## src/rtl/vend_pkg.sv

```systemverilog
// Shared types and constants for the vending change controller slice.
package vend_pkg;

    localparam int MONEY_W    = 4;
    localparam int CREDIT_MAX = 15;

    localparam logic ITEM_A = 1'b0;
    localparam logic ITEM_B = 1'b1;

    typedef enum logic [1:0] {
        IDLE     = 2'd0,
        COLLECT  = 2'd1,
        DISPENSE = 2'd2,
        RETURN   = 2'd3
    } vend_state_e;

    // True when adding a coin keeps the credit representable without wrapping.
    function automatic logic credit_fits(input logic [MONEY_W-1:0] credit,
                                         input logic [MONEY_W-1:0] coin);
        return ({1'b0, credit} + {1'b0, coin}) <= (MONEY_W + 1)'(CREDIT_MAX);
    endfunction

endpackage

```

## src/rtl/vend_change_ctrl_if.sv

```systemverilog
// Coin/selection inputs and dispense/change-return outputs of the vending controller.
interface vend_change_ctrl_if;
    import vend_pkg::*;

    logic               coin_valid;
    logic [MONEY_W-1:0] coin_val;
    logic               sel_valid;
    logic               sel_item;
    logic               cancel;
    logic [MONEY_W-1:0] credit;
    logic               busy;
    logic               coin_reject;
    logic               insufficient;
    logic               dispense;
    logic               dispense_item;
    logic [MONEY_W-1:0] change;
    logic               change_en;

    modport master (
        output coin_valid, coin_val, sel_valid, sel_item, cancel,
        input  credit, busy, coin_reject, insufficient, dispense, dispense_item,
               change, change_en
    );

    modport slave (
        input  coin_valid, coin_val, sel_valid, sel_item, cancel,
        output credit, busy, coin_reject, insufficient, dispense, dispense_item,
               change, change_en
    );

endinterface

```

## src/rtl/vend_hold_timer.sv

```systemverilog
// Generic load/decrement down-counter with a zero flag; load wins over decrement.
module vend_hold_timer #(
    parameter int W = 4
) (
    input  logic         clk,
    input  logic         rst_n,
    input  logic         load,
    input  logic         dec,
    input  logic [W-1:0] load_val,
    output logic         zero
);

    logic [W-1:0] count_reg;

    always_ff @(posedge clk) begin
        if (!rst_n) begin
            count_reg <= '0;
        end else if (load) begin
            count_reg <= load_val;
        end else if (dec && (count_reg != '0)) begin
            count_reg <= count_reg - W'(1);
        end
    end

    assign zero = (count_reg == '0);

endmodule

```

## src/rtl/vend_change_ctrl.sv

```systemverilog
// Credit-tracking vending controller driving the change-return gate.
// Optional idle auto-refund is built when VEND_TIMEOUT_EN is defined.
module vend_change_ctrl
    import vend_pkg::*;
#(
    parameter int PRICE_A        = 5,
    parameter int PRICE_B        = 8,
    parameter int CHANGE_HOLD    = 4,
    parameter int TIMEOUT_CYCLES = 255
) (
    input  logic               clk,
    input  logic               rst_n,
    vend_change_ctrl_if.slave  bus
);

    localparam int HOLD_W = $clog2(CHANGE_HOLD + 1);
    localparam logic [MONEY_W-1:0] PRICE_A_M = MONEY_W'(PRICE_A);
    localparam logic [MONEY_W-1:0] PRICE_B_M = MONEY_W'(PRICE_B);

    if (PRICE_A < 1 || PRICE_A > CREDIT_MAX) begin : g_bad_price_a
        $error("PRICE_A out of range 1..15");
    end
    if (PRICE_B < 1 || PRICE_B > CREDIT_MAX) begin : g_bad_price_b
        $error("PRICE_B out of range 1..15");
    end
    if (CHANGE_HOLD < 1) begin : g_bad_hold
        $error("CHANGE_HOLD must be at least 1");
    end
    if (TIMEOUT_CYCLES < 1) begin : g_bad_timeout
        $error("TIMEOUT_CYCLES must be at least 1");
    end

    vend_state_e        state_reg, state_next;
    logic [MONEY_W-1:0] credit_reg, credit_next;
    logic [MONEY_W-1:0] change_val_reg, change_val_next;
    logic [MONEY_W-1:0] change_reg, change_next;
    logic               change_en_reg, change_en_next;
    logic               busy_reg, busy_next;
    logic               coin_reject_reg, coin_reject_next;
    logic               insufficient_reg, insufficient_next;
    logic               dispense_reg, dispense_next;
    logic               dispense_item_reg, dispense_item_next;

    logic               coin_present;
    logic [MONEY_W-1:0] sel_price;
    logic               hold_load, hold_dec, hold_zero;
    logic               timeout_hit;

    // A zero-valued coin strobe is not a coin at all: neither credited nor rejected.
    assign coin_present = bus.coin_valid && (bus.coin_val != '0);
    assign sel_price    = (bus.sel_item == ITEM_A) ? PRICE_A_M : PRICE_B_M;

    vend_hold_timer #(.W(HOLD_W)) u_hold_timer (
        .clk      (clk),
        .rst_n    (rst_n),
        .load     (hold_load),
        .dec      (hold_dec),
        .load_val (HOLD_W'(CHANGE_HOLD - 1)),
        .zero     (hold_zero)
    );

`ifdef VEND_TIMEOUT_EN
    localparam int TO_W = $clog2(TIMEOUT_CYCLES + 1);
    logic idle_load, idle_zero;

    // Any coin or select restarts the idle window; outside COLLECT it is kept armed.
    assign idle_load = (state_reg != COLLECT) || coin_present || bus.sel_valid;

    vend_hold_timer #(.W(TO_W)) u_idle_timer (
        .clk      (clk),
        .rst_n    (rst_n),
        .load     (idle_load),
        .dec      (!idle_load),
        .load_val (TO_W'(TIMEOUT_CYCLES - 1)),
        .zero     (idle_zero)
    );

    assign timeout_hit = (state_reg == COLLECT) && !idle_load && idle_zero;
`else
    assign timeout_hit = 1'b0;
`endif

    always_ff @(posedge clk) begin
        if (!rst_n) begin
            state_reg         <= IDLE;
            credit_reg        <= '0;
            change_val_reg    <= '0;
            change_reg        <= '0;
            change_en_reg     <= 1'b0;
            busy_reg          <= 1'b0;
            coin_reject_reg   <= 1'b0;
            insufficient_reg  <= 1'b0;
            dispense_reg      <= 1'b0;
            dispense_item_reg <= 1'b0;
        end else begin
            state_reg         <= state_next;
            credit_reg        <= credit_next;
            change_val_reg    <= change_val_next;
            change_reg        <= change_next;
            change_en_reg     <= change_en_next;
            busy_reg          <= busy_next;
            coin_reject_reg   <= coin_reject_next;
            insufficient_reg  <= insufficient_next;
            dispense_reg      <= dispense_next;
            dispense_item_reg <= dispense_item_next;
        end
    end

    always_comb begin
        state_next         = state_reg;
        credit_next        = credit_reg;
        change_val_next    = change_val_reg;
        coin_reject_next   = 1'b0;
        insufficient_next  = 1'b0;
        dispense_next      = 1'b0;
        dispense_item_next = 1'b0;
        hold_load          = 1'b0;
        hold_dec           = 1'b0;

        unique case (state_reg)
            IDLE, COLLECT: begin
                // Priority: cancel/timeout, then select, then coin; a losing coin is rejected.
                if ((state_reg == COLLECT) && (bus.cancel || timeout_hit)) begin
                    state_next       = RETURN;
                    change_val_next  = credit_reg;
                    credit_next      = '0;
                    hold_load        = 1'b1;
                    coin_reject_next = coin_present;
                end else if (bus.sel_valid) begin
                    coin_reject_next = coin_present;
                    if (credit_reg >= sel_price) begin
                        state_next         = DISPENSE;
                        dispense_next      = 1'b1;
                        dispense_item_next = bus.sel_item;
                        change_val_next    = credit_reg - sel_price;
                    end else begin
                        insufficient_next = 1'b1;
                    end
                end else if (coin_present) begin
                    if (credit_fits(credit_reg, bus.coin_val)) begin
                        credit_next = credit_reg + bus.coin_val;
                        state_next  = COLLECT;
                    end else begin
                        coin_reject_next = 1'b1;
                    end
                end
            end
            DISPENSE: begin
                coin_reject_next = coin_present;
                credit_next      = '0;
                if (change_val_reg != '0) begin
                    state_next = RETURN;
                    hold_load  = 1'b1;
                end else begin
                    state_next = IDLE;
                end
            end
            RETURN: begin
                coin_reject_next = coin_present;
                if (hold_zero) begin
                    state_next      = IDLE;
                    change_val_next = '0;
                end else begin
                    hold_dec = 1'b1;
                end
            end
            default: state_next = IDLE;
        endcase
    end

    // Gate-facing outputs follow the next state so they are registered with it.
    always_comb begin
        change_en_next = (state_next == RETURN);
        change_next    = (state_next == RETURN) ? change_val_next : '0;
        busy_next      = (state_next == DISPENSE) || (state_next == RETURN);
    end

    assign bus.credit        = credit_reg;
    assign bus.busy          = busy_reg;
    assign bus.coin_reject   = coin_reject_reg;
    assign bus.insufficient  = insufficient_reg;
    assign bus.dispense      = dispense_reg;
    assign bus.dispense_item = dispense_item_reg;
    assign bus.change        = change_reg;
    assign bus.change_en     = change_en_reg;

endmodule

```

## src/flat_wrapper.sv

```systemverilog
// flat-port wrapper written by rule: the top's interface ports become plain ports
module vend_change_ctrl_flat import vend_pkg::*;
#(
    parameter int PRICE_A        = 5,
    parameter int PRICE_B        = 8,
    parameter int CHANGE_HOLD    = 4,
    parameter int TIMEOUT_CYCLES = 255
)
  (clk, rst_n, bus_coin_valid, bus_coin_val, bus_sel_valid, bus_sel_item, bus_cancel, bus_credit, bus_busy, bus_coin_reject, bus_insufficient, bus_dispense, bus_dispense_item, bus_change, bus_change_en);
  vend_change_ctrl_if bus_i ();
  input  logic clk;
  input  logic rst_n;
  input wire logic [$bits(bus_i.coin_valid)-1:0] bus_coin_valid;
  input wire logic [$bits(bus_i.coin_val)-1:0] bus_coin_val;
  input wire logic [$bits(bus_i.sel_valid)-1:0] bus_sel_valid;
  input wire logic [$bits(bus_i.sel_item)-1:0] bus_sel_item;
  input wire logic [$bits(bus_i.cancel)-1:0] bus_cancel;
  output wire logic [$bits(bus_i.credit)-1:0] bus_credit;
  output wire logic [$bits(bus_i.busy)-1:0] bus_busy;
  output wire logic [$bits(bus_i.coin_reject)-1:0] bus_coin_reject;
  output wire logic [$bits(bus_i.insufficient)-1:0] bus_insufficient;
  output wire logic [$bits(bus_i.dispense)-1:0] bus_dispense;
  output wire logic [$bits(bus_i.dispense_item)-1:0] bus_dispense_item;
  output wire logic [$bits(bus_i.change)-1:0] bus_change;
  output wire logic [$bits(bus_i.change_en)-1:0] bus_change_en;
  assign bus_i.coin_valid = bus_coin_valid;
  assign bus_i.coin_val = bus_coin_val;
  assign bus_i.sel_valid = bus_sel_valid;
  assign bus_i.sel_item = bus_sel_item;
  assign bus_i.cancel = bus_cancel;
  assign bus_credit = bus_i.credit;
  assign bus_busy = bus_i.busy;
  assign bus_coin_reject = bus_i.coin_reject;
  assign bus_insufficient = bus_i.insufficient;
  assign bus_dispense = bus_i.dispense;
  assign bus_dispense_item = bus_i.dispense_item;
  assign bus_change = bus_i.change;
  assign bus_change_en = bus_i.change_en;
  vend_change_ctrl #(.PRICE_A(PRICE_A), .PRICE_B(PRICE_B), .CHANGE_HOLD(CHANGE_HOLD), .TIMEOUT_CYCLES(TIMEOUT_CYCLES)) u_core (.clk(clk), .rst_n(rst_n), .bus(bus_i));
endmodule
```

## config.mk

```make
export PLATFORM = sky130hd
export DESIGN_NAME = vend_change_ctrl_flat
export DESIGN_NICKNAME = d
export VERILOG_FILES = /design/src/rtl/vend_pkg.sv /design/src/rtl/vend_change_ctrl_if.sv /design/src/rtl/vend_hold_timer.sv /design/src/rtl/vend_change_ctrl.sv /design/src/flat_wrapper.sv
export SDC_FILE = /design/constraint.sdc
export NUM_CORES = 1
export LEC_CHECK = 0
export ABC_CLOCK_PERIOD_IN_PS = 2200
export CAP_MARGIN = 10
export CORE_UTILIZATION = 25
export DETAILED_ROUTE_END_ITERATION = 8
export GPL_TIMING_DRIVEN = 0
export MAX_ROUTING_LAYER = met4
export SLEW_MARGIN = 20
export SYNTH_ARGS = -nofsm -noshare
export SYNTH_HDL_FRONTEND = slang
export SYNTH_SLANG_ARGS = --single-unit
```

## constraint.sdc

```tcl
create_clock -name clk -period 2.2 [get_ports clk]
set_input_delay 0.33 -clock clk [delete_from_list [all_inputs] [get_ports clk]]
set_output_delay 0.33 -clock clk [all_outputs]
set_load 0.05 [all_outputs]
```

-- Yosys cells after proc, flatten, opt, wreduce, memory -nomap -nowiden
Index checks and enable logic that the tools add are counted.
- input port bits: 10
- word-level logic and storage cells: 81
- output and inout bits: 14
- memory bits (writable): 0
- latch bits: 0
- memories: 0
- memory bits (read-only): 0
- register bits: 23
- shift-type cells: 0
- div/mod/pow operators: 0
- add/subtract/negate cells: 4
- reductions and logical operators: 18
- $mul: 0
- $lt $le $gt $ge: 2
- mux-type cells: 33
- equal/unequal tests: 8
- bitwise operators: 4
- operator list (cell ; count):
    two-way mux 4 bit ; 9
    two-way mux 2 bit ; 9
    case mux 4 bit (2 select lines) ; 2
    two-way mux 1 bit ; 10
    == test 2 bit (second input constant) ; 4
    nonzero test 4 bit ; 2
    inequality test 3 x 1 -> 1 bit (second input constant) ; 2
    case mux 2 bit (3 select lines) ; 1
    OR reduction 2 bit ; 3
    adder 4 x 4 -> 5 bit ; 1
    <= comparator 5 x 4 -> 1 bit (second input constant) ; 1
    OR reduction 5 bit ; 1
    adder 4 bit ; 1
    >= comparator 4 bit ; 1
    inverter 1 bit ; 4
    case mux 1 bit (2 select lines) ; 2
    AND reduction 4 bit ; 1
    nonzero test 2 bit ; 2
    OR reduction 4 bit ; 1
    subtractor 4 bit ; 1
    logical AND 1 bit ; 3
    logical NOT 3 bit ; 1
    inequality test 3 x 2 -> 1 bit (second input constant) ; 1
    nonzero test 3 bit ; 1
    5 further kinds ; 5

-- Depth between registers and ports, before layout
- word-level depth: 9
- mapped depth: 8
- mapped depth without buffers: 8

-- Cells and area by module
A second synthesis with hierarchy kept.
- cells, all modules: 139
- area total of the unflattened synthesis: 1288.7 um2
- modules (own cells, without submodules) (module ; seq. area each (um2) ; cells each ; area each (um2) ; times used):
    vend_change_ctrl ; 380.4 ; 118 ; 1103.6 ; 1
    vend_hold_timer ; 60.1 ; 21 ; 185.2 ; 1

-- Least setup slack after synthesis
No wires, ideal clock.
- kind: flip-flop to flip-flop
- start: register u_core.credit_reg[3], in the netlist u_core.bus.credit[3]
- end: register u_core.change_reg[1], in the netlist u_core.bus.change[1]
- arrival time: 2065 ps
- cell stages (with the launch flop): 7
- buffers on the path: 0
- path slack: 20 ps
- period minus slack after synthesis: 2180 ps
- setup time: 115 ps
- data required time: 2085 ps
- cells stage by stage: dfxtp_1 > ha_1 > a21o_1 > and2_4 > or3_1 > a31o_1 > and2_1
- word-level cells in the longest chain between the ends: 9
- elaborated cells between the ends (all ways): 15
- those cells by class: add/sub (1); order compare (2); eq/ne (1); mux (10); reduce/logical (1)
- ends and longest elaborated chain (what ; RTL line ; source):
    start: declaration ; vend_change_ctrl.sv:34 ; logic [MONEY_W-1:0] credit_reg, credit_next;
    start signal: assignment ; vend_change_ctrl.sv:97 ; credit_reg <= credit_next;
    adder 4 x 4 -> 5 bit ; vend_pkg.sv:20 ; return ({1'b0, credit} + {1'b0, coin}) <= (MONEY_W + 1)'(CREDIT_MAX);
    <= comparator 5 x 4 -> 1 bit ; vend_pkg.sv:20 ;
    two-way mux 2 bit ; vend_change_ctrl.sv:140 ; if (credit_fits(credit_reg, bus.coin_val)) begin
    two-way mux 2 bit ; vend_change_ctrl.sv:139 ; end else if (coin_present) begin
    two-way mux 2 bit ; vend_change_ctrl.sv:129 ; end else if (bus.sel_valid) begin
    two-way mux 2 bit ; vend_change_ctrl.sv:123 ; if ((state_reg == COLLECT) && (bus.cancel || timeout_hit)) begin
    case mux 2 bit (3 select lines) ; vend_change_ctrl.sv:120 ; unique case (state_reg)
    == test 2 bit ; vend_change_ctrl.sv:174 ; change_next = (state_next == RETURN) ? change_val_next : '0;
    AND reduction 2 bit (no source line) ; n/a ;
    end signal: assignment ; vend_change_ctrl.sv:99 ; change_reg <= change_next;
    end: declaration ; vend_change_ctrl.sv:36 ; logic [MONEY_W-1:0] change_reg, change_next;
Parallel ways exist; a longest one is shown, timed or not.
A chain may end at the register's enable or synchronous reset.

-- Worst setup path after layout
- start: input port bus_sel_item
- end: register u_core.change_val_reg[1]
- word-level cells in the longest chain between the ends: 6
- elaborated cells between the ends (all ways): 7
- those cells by class: add/sub (1); order compare (1); mux (5)
- ends and longest elaborated chain (what ; RTL line ; source):
    start: declaration ; flat_wrapper.sv:16 ; input wire logic [$bits(bus_i.sel_item)-1:0] bus_sel_item;
    two-way mux 4 bit * ; vend_change_ctrl.sv:51 ; assign sel_price = (bus.sel_item == ITEM_A) ? PRICE_A_M : PRICE_B_M;
    subtractor 4 bit or >= comparator 4 bit (tied branches) ; vend_change_ctrl.sv:135, vend_change_ctrl.sv:131 ;
    two-way mux 4 bit * ; vend_change_ctrl.sv:131 ; if (credit_reg >= sel_price) begin
    two-way mux 4 bit * ; vend_change_ctrl.sv:129 ;
    two-way mux 4 bit * ; vend_change_ctrl.sv:123 ;
    case mux 4 bit (2 select lines) * ; vend_change_ctrl.sv:120 ;
    end signal: assignment ; vend_change_ctrl.sv:98 ; change_val_reg <= change_val_next;
    end: declaration ; vend_change_ctrl.sv:35 ; logic [MONEY_W-1:0] change_val_reg, change_val_next;
Mark *: on every way between the ends. The rest lies on a longest branch, timed or not.

==> key figures <==
Power
  – Switching share of power: 35.5%
  – Internal power: 0.000762 W
  – Comb power frac: 35.5%
  – Flop pwr share: 42.1%
  – Clock power frac: 22.3%
  – Psw: 0.000419 W
  – Pleak: 0.625 nW
  – Power Density: 739 nW/um2
  – Worst IR drop on VDD: 435 uV

Logic synthesis
  – Synth area leaders: dfxtp_1 (37%), ha_1 (10%), nor2_1 (4.3%)
  – Library cells used by synthesis: 46
  – Mean area per synthesized cell: 9.15 um2
  – Synth Area in XOR/XNOR: 3.55%
  – Mapped Cells: 135
  – Post-synth EDFFs: 0
  – Synth Area in Adders: 11.8%
  – Post-Synth Simple-Gate Area: 18.5%
  – Post-synthesis mux area share: 1.62%
  – Compound-gate portion of the synthesized area: 22.7%
  – Mapped cell area: 1230 um2
  – Yosys warns: 0
  – Top cell type's share of synthesized area: 37.3%
  – FFs w/ async S/R, synth: 0%
  – Register bit total from synthesis: 23
  – Most used DFF post-synth: dfxtp_1
  – Count leader, synth: dfxtp_1
  – Top post-synthesis cells by count: dfxtp_1 (23), nor2_1 (14), ha_1 (10), inv_1 (10), a21oi_1 (8)
  – Syn Nets: 156
  – Register area share after synthesis: 37.3%
  – Main combinational cell family by area after synthesis: compound AO/OA/AOI/OAI gates
  – Post-synth top area cell: dfxtp_1

Worst setup path
  – Critical path capture point type: flip-flop
  – Crit path arrival time: 2.22 ns
  – Max stage delay on crit path: 0.48 ns
  – Register-to-Register Path Depth: 6
  – Crit path depth: 8
  – Critical path type: in2reg
  – Max FO, Critical Path: 6
  – Required time of the critical path: 2.37 ns
  – CP delay by family, top: simple AND/OR/NAND/NOR gates
  – Buf+Inv Stages, Crit Path: 2
  – CP max stage cell: clkdlybuf4s50_1
  – CP startpoint kind: input pin
  – Crit path cell chain: clkdlybuf4s50_1 -> inv_1 -> ha_4 -> a21o_1 -> and2_4 -> or3_1 -> a31o_1 -> and2_1

STA
  – Max Clock Freq: 0.487 GHz
  – Max-slew headroom: 66.5%
  – Final slew viol count: 0
  – Worst-Margin Slew: 0.500 ns
  – Fin crit period: 2.05 ns
  – Final period util: 93.3%
  – Setup violators final: 0
  – Final hold vios: 0
  – Final Skew: 0.00131 ns
  – RSZ-0062 raised after global routing: no
  – Fin Setup TNS: 0 ns
  – Fin worst setup slack: 0.147 ns

GRT
  – First-pass GRT wire length: 4.49 mm
  – Initial antenna violation count: 0
  – Gr ovfl total: 0
  – Vias in the first global route: 965
  – Largest net degree at the start of global routing: 14
  – GRT Resource Usage Total: 11.8%

Cells and area
  – Fin nets: 183
  – Antenna cells: 0
  – Layout area overhead: 29.4%
  – Fin util: 33.8%
  – Fin cells: 228
  – Post-route cell area: 1600 um2
  – Share of cells above drive strength 1: 9.94%

Route
  – Post-route DRC: 0
  – Iteration-0 DRC Markers: 58
  – Wirelength per Cell: 11.5 um
  – Antenna Nets Post-Route: 0
  – Vias/cell: 4.60
  – Pre-Repair DR Iteration Count: 4
  – DR vias: 1048
  – Drt total wl: 2.62 mm

Status
  – Outcome: complete, no violations

CTS
  – Post_cts resized: 0
  – Hold_buf cts: 0
  – Buffers from clock root to sink, at most: 2
  – H-tree depth: 1
  – Cts bufs inserted: 3
  – Clock Pin Slew Worst Setup and Hold Paths: 0.08 ns
  – Clk_lat worst skew: 0.27 ns
  – CTS root buffer: clkbuf_8
  – Post-CTS setup repair buffer count: 0
  – CTS tree: yes
  – TritonCTS Sinks: 23

Place
  – Dpl ws: -0.243 ns
  – Routability congestion estimate: 0.776
  – Cell count after placement: 224
  – Final HPWL DP: 2.10 mm
  – Area after DPL: 1540 um2
  – # port buffers: 22

Worst hold path
  – Hold depth: 2
  – HP Class: in2reg

Floorplanning
  – Core ar.: 4720 um2
  – Initial Utilization: 26.1%
  – Die height: 72.3 um
  – # IOs: 24
  – Chip Width: 72.3 um
  – Die area: 5230 um2
  – FP Rows: 25

Job
  – Max cap viols: 0
==> power groups by stage <==
| stage | combinational [W] | sequential [W] | clock (W) |
|---|---|---|---|
| after detailed placement | 0.000419 | 0.000507 | 0 |
| after floorplan | 0.000242 | 0.000566 | 0 |
| after global routing | 0.000468 | 0.000505 | 0.000295 |
| after global placement | 0.000414 | 0.000507 | 0 |
| after CTS | 0.000422 | 0.000497 | 0.000278 |
| final | 0.000420 | 0.000498 | 0.000264 |
==> routing by layer <==
metal	track usage (%)	wire, um
met4	3.92	33
met1	14.6	1270
met5	-	0
met2	18.1	1210
met3	3.75	110
==> cells in the final DEF, fill, tap and decap left out, types with 2 or more instances in the layout <==
cell type | netlist | final
nand3_1 | 4 | 4
o21ai_1 | 2 | 2
clkdlybuf4s50_1 | 0 | 22
a21oi_1 | 8 | 8
or3_1 | 2 | 2
o31a_1 | 2 | 2
nand2b_1 | 2 | 2
xnor2_1 | 3 | 3
nor2_2 | 2 | 2
mux2i_1 | 2 | 2
xor2_1 | 2 | 2
nand2_1 | 7 | 7
dfxtp_1 | 23 | 23
o21ai_0 | 2 | 2
clkbuf_8 | 0 | 3
ha_1 | 10 | 9
nor3_1 | 2 | 2
inv_1 | 10 | 10
a31oi_1 | 6 | 6
and2_1 | 2 | 2
a22o_1 | 2 | 2
nor2_1 | 14 | 14
a21o_1 | 2 | 2
o32ai_1 | 2 | 2
==> final timing paths <==
path | startpoint | end | slack (ns)
worst min-delay path | rst_n | u_core.u_hold_timer.count_reg[1]$_SDFFE_PN0P_ | 0.34
worst min register to register | u_core.u_hold_timer.count_reg[2]$_SDFFE_PP0P_ | u_core.u_hold_timer.count_reg[2]$_SDFFE_PP0P_ | 0.51
worst max register to register | u_core.bus.credit[3]$_SDFFE_PN0P_ | u_core.change_val_reg[1]$_SDFF_PN0_ | 0.27
worst max-delay path | bus_sel_item | u_core.change_val_reg[1]$_SDFF_PN0_ | 0.15
==> worst reg2reg max path, delay by kind of cell (launching register included) <==
kind	cells	cell delay, ns
adder cells (fa/ha/maj)	1	0.27
AO/OA/AOI/OAI	2	0.40
AND/OR/NAND/NOR	3	0.67
flip-flops	1	0.50
==> logic make-up after synthesis <==
family / Yosys count
AOI/OAI and AO/OA: 38
xor gates and xnor gates: 5
adders and majority gates: 11
buffers and inverters: 12
DFF: 23
muxes: 2
and+or+nand+nor: 44
==> metrics by stage <==
stage / total power, W / hold slack [ns]
after floorplan: 0.000808 / 0.480
after global placement: 0.000921 / 0.493
after detailed placement: 0.000925 / 0.500
after CTS: 0.00120 / 0.340
after global routing: 0.00127 / 0.347
final: 0.00118 / 0.343
==> final cells by class <==
type | count | area, um2
plain buffers | 2 | 18.8
flip-flops and latches | 23 | 460
clock buffers | 3 | 41.3
multi-input cells | 100 | 731
repair buffers | 22 | 220
well taps | 67 | 83.8
inverters | 10 | 37.5
clock inverters | 1 | 5.00
fillers | 496 | 3130
Power figures use the tool's default switching activity.
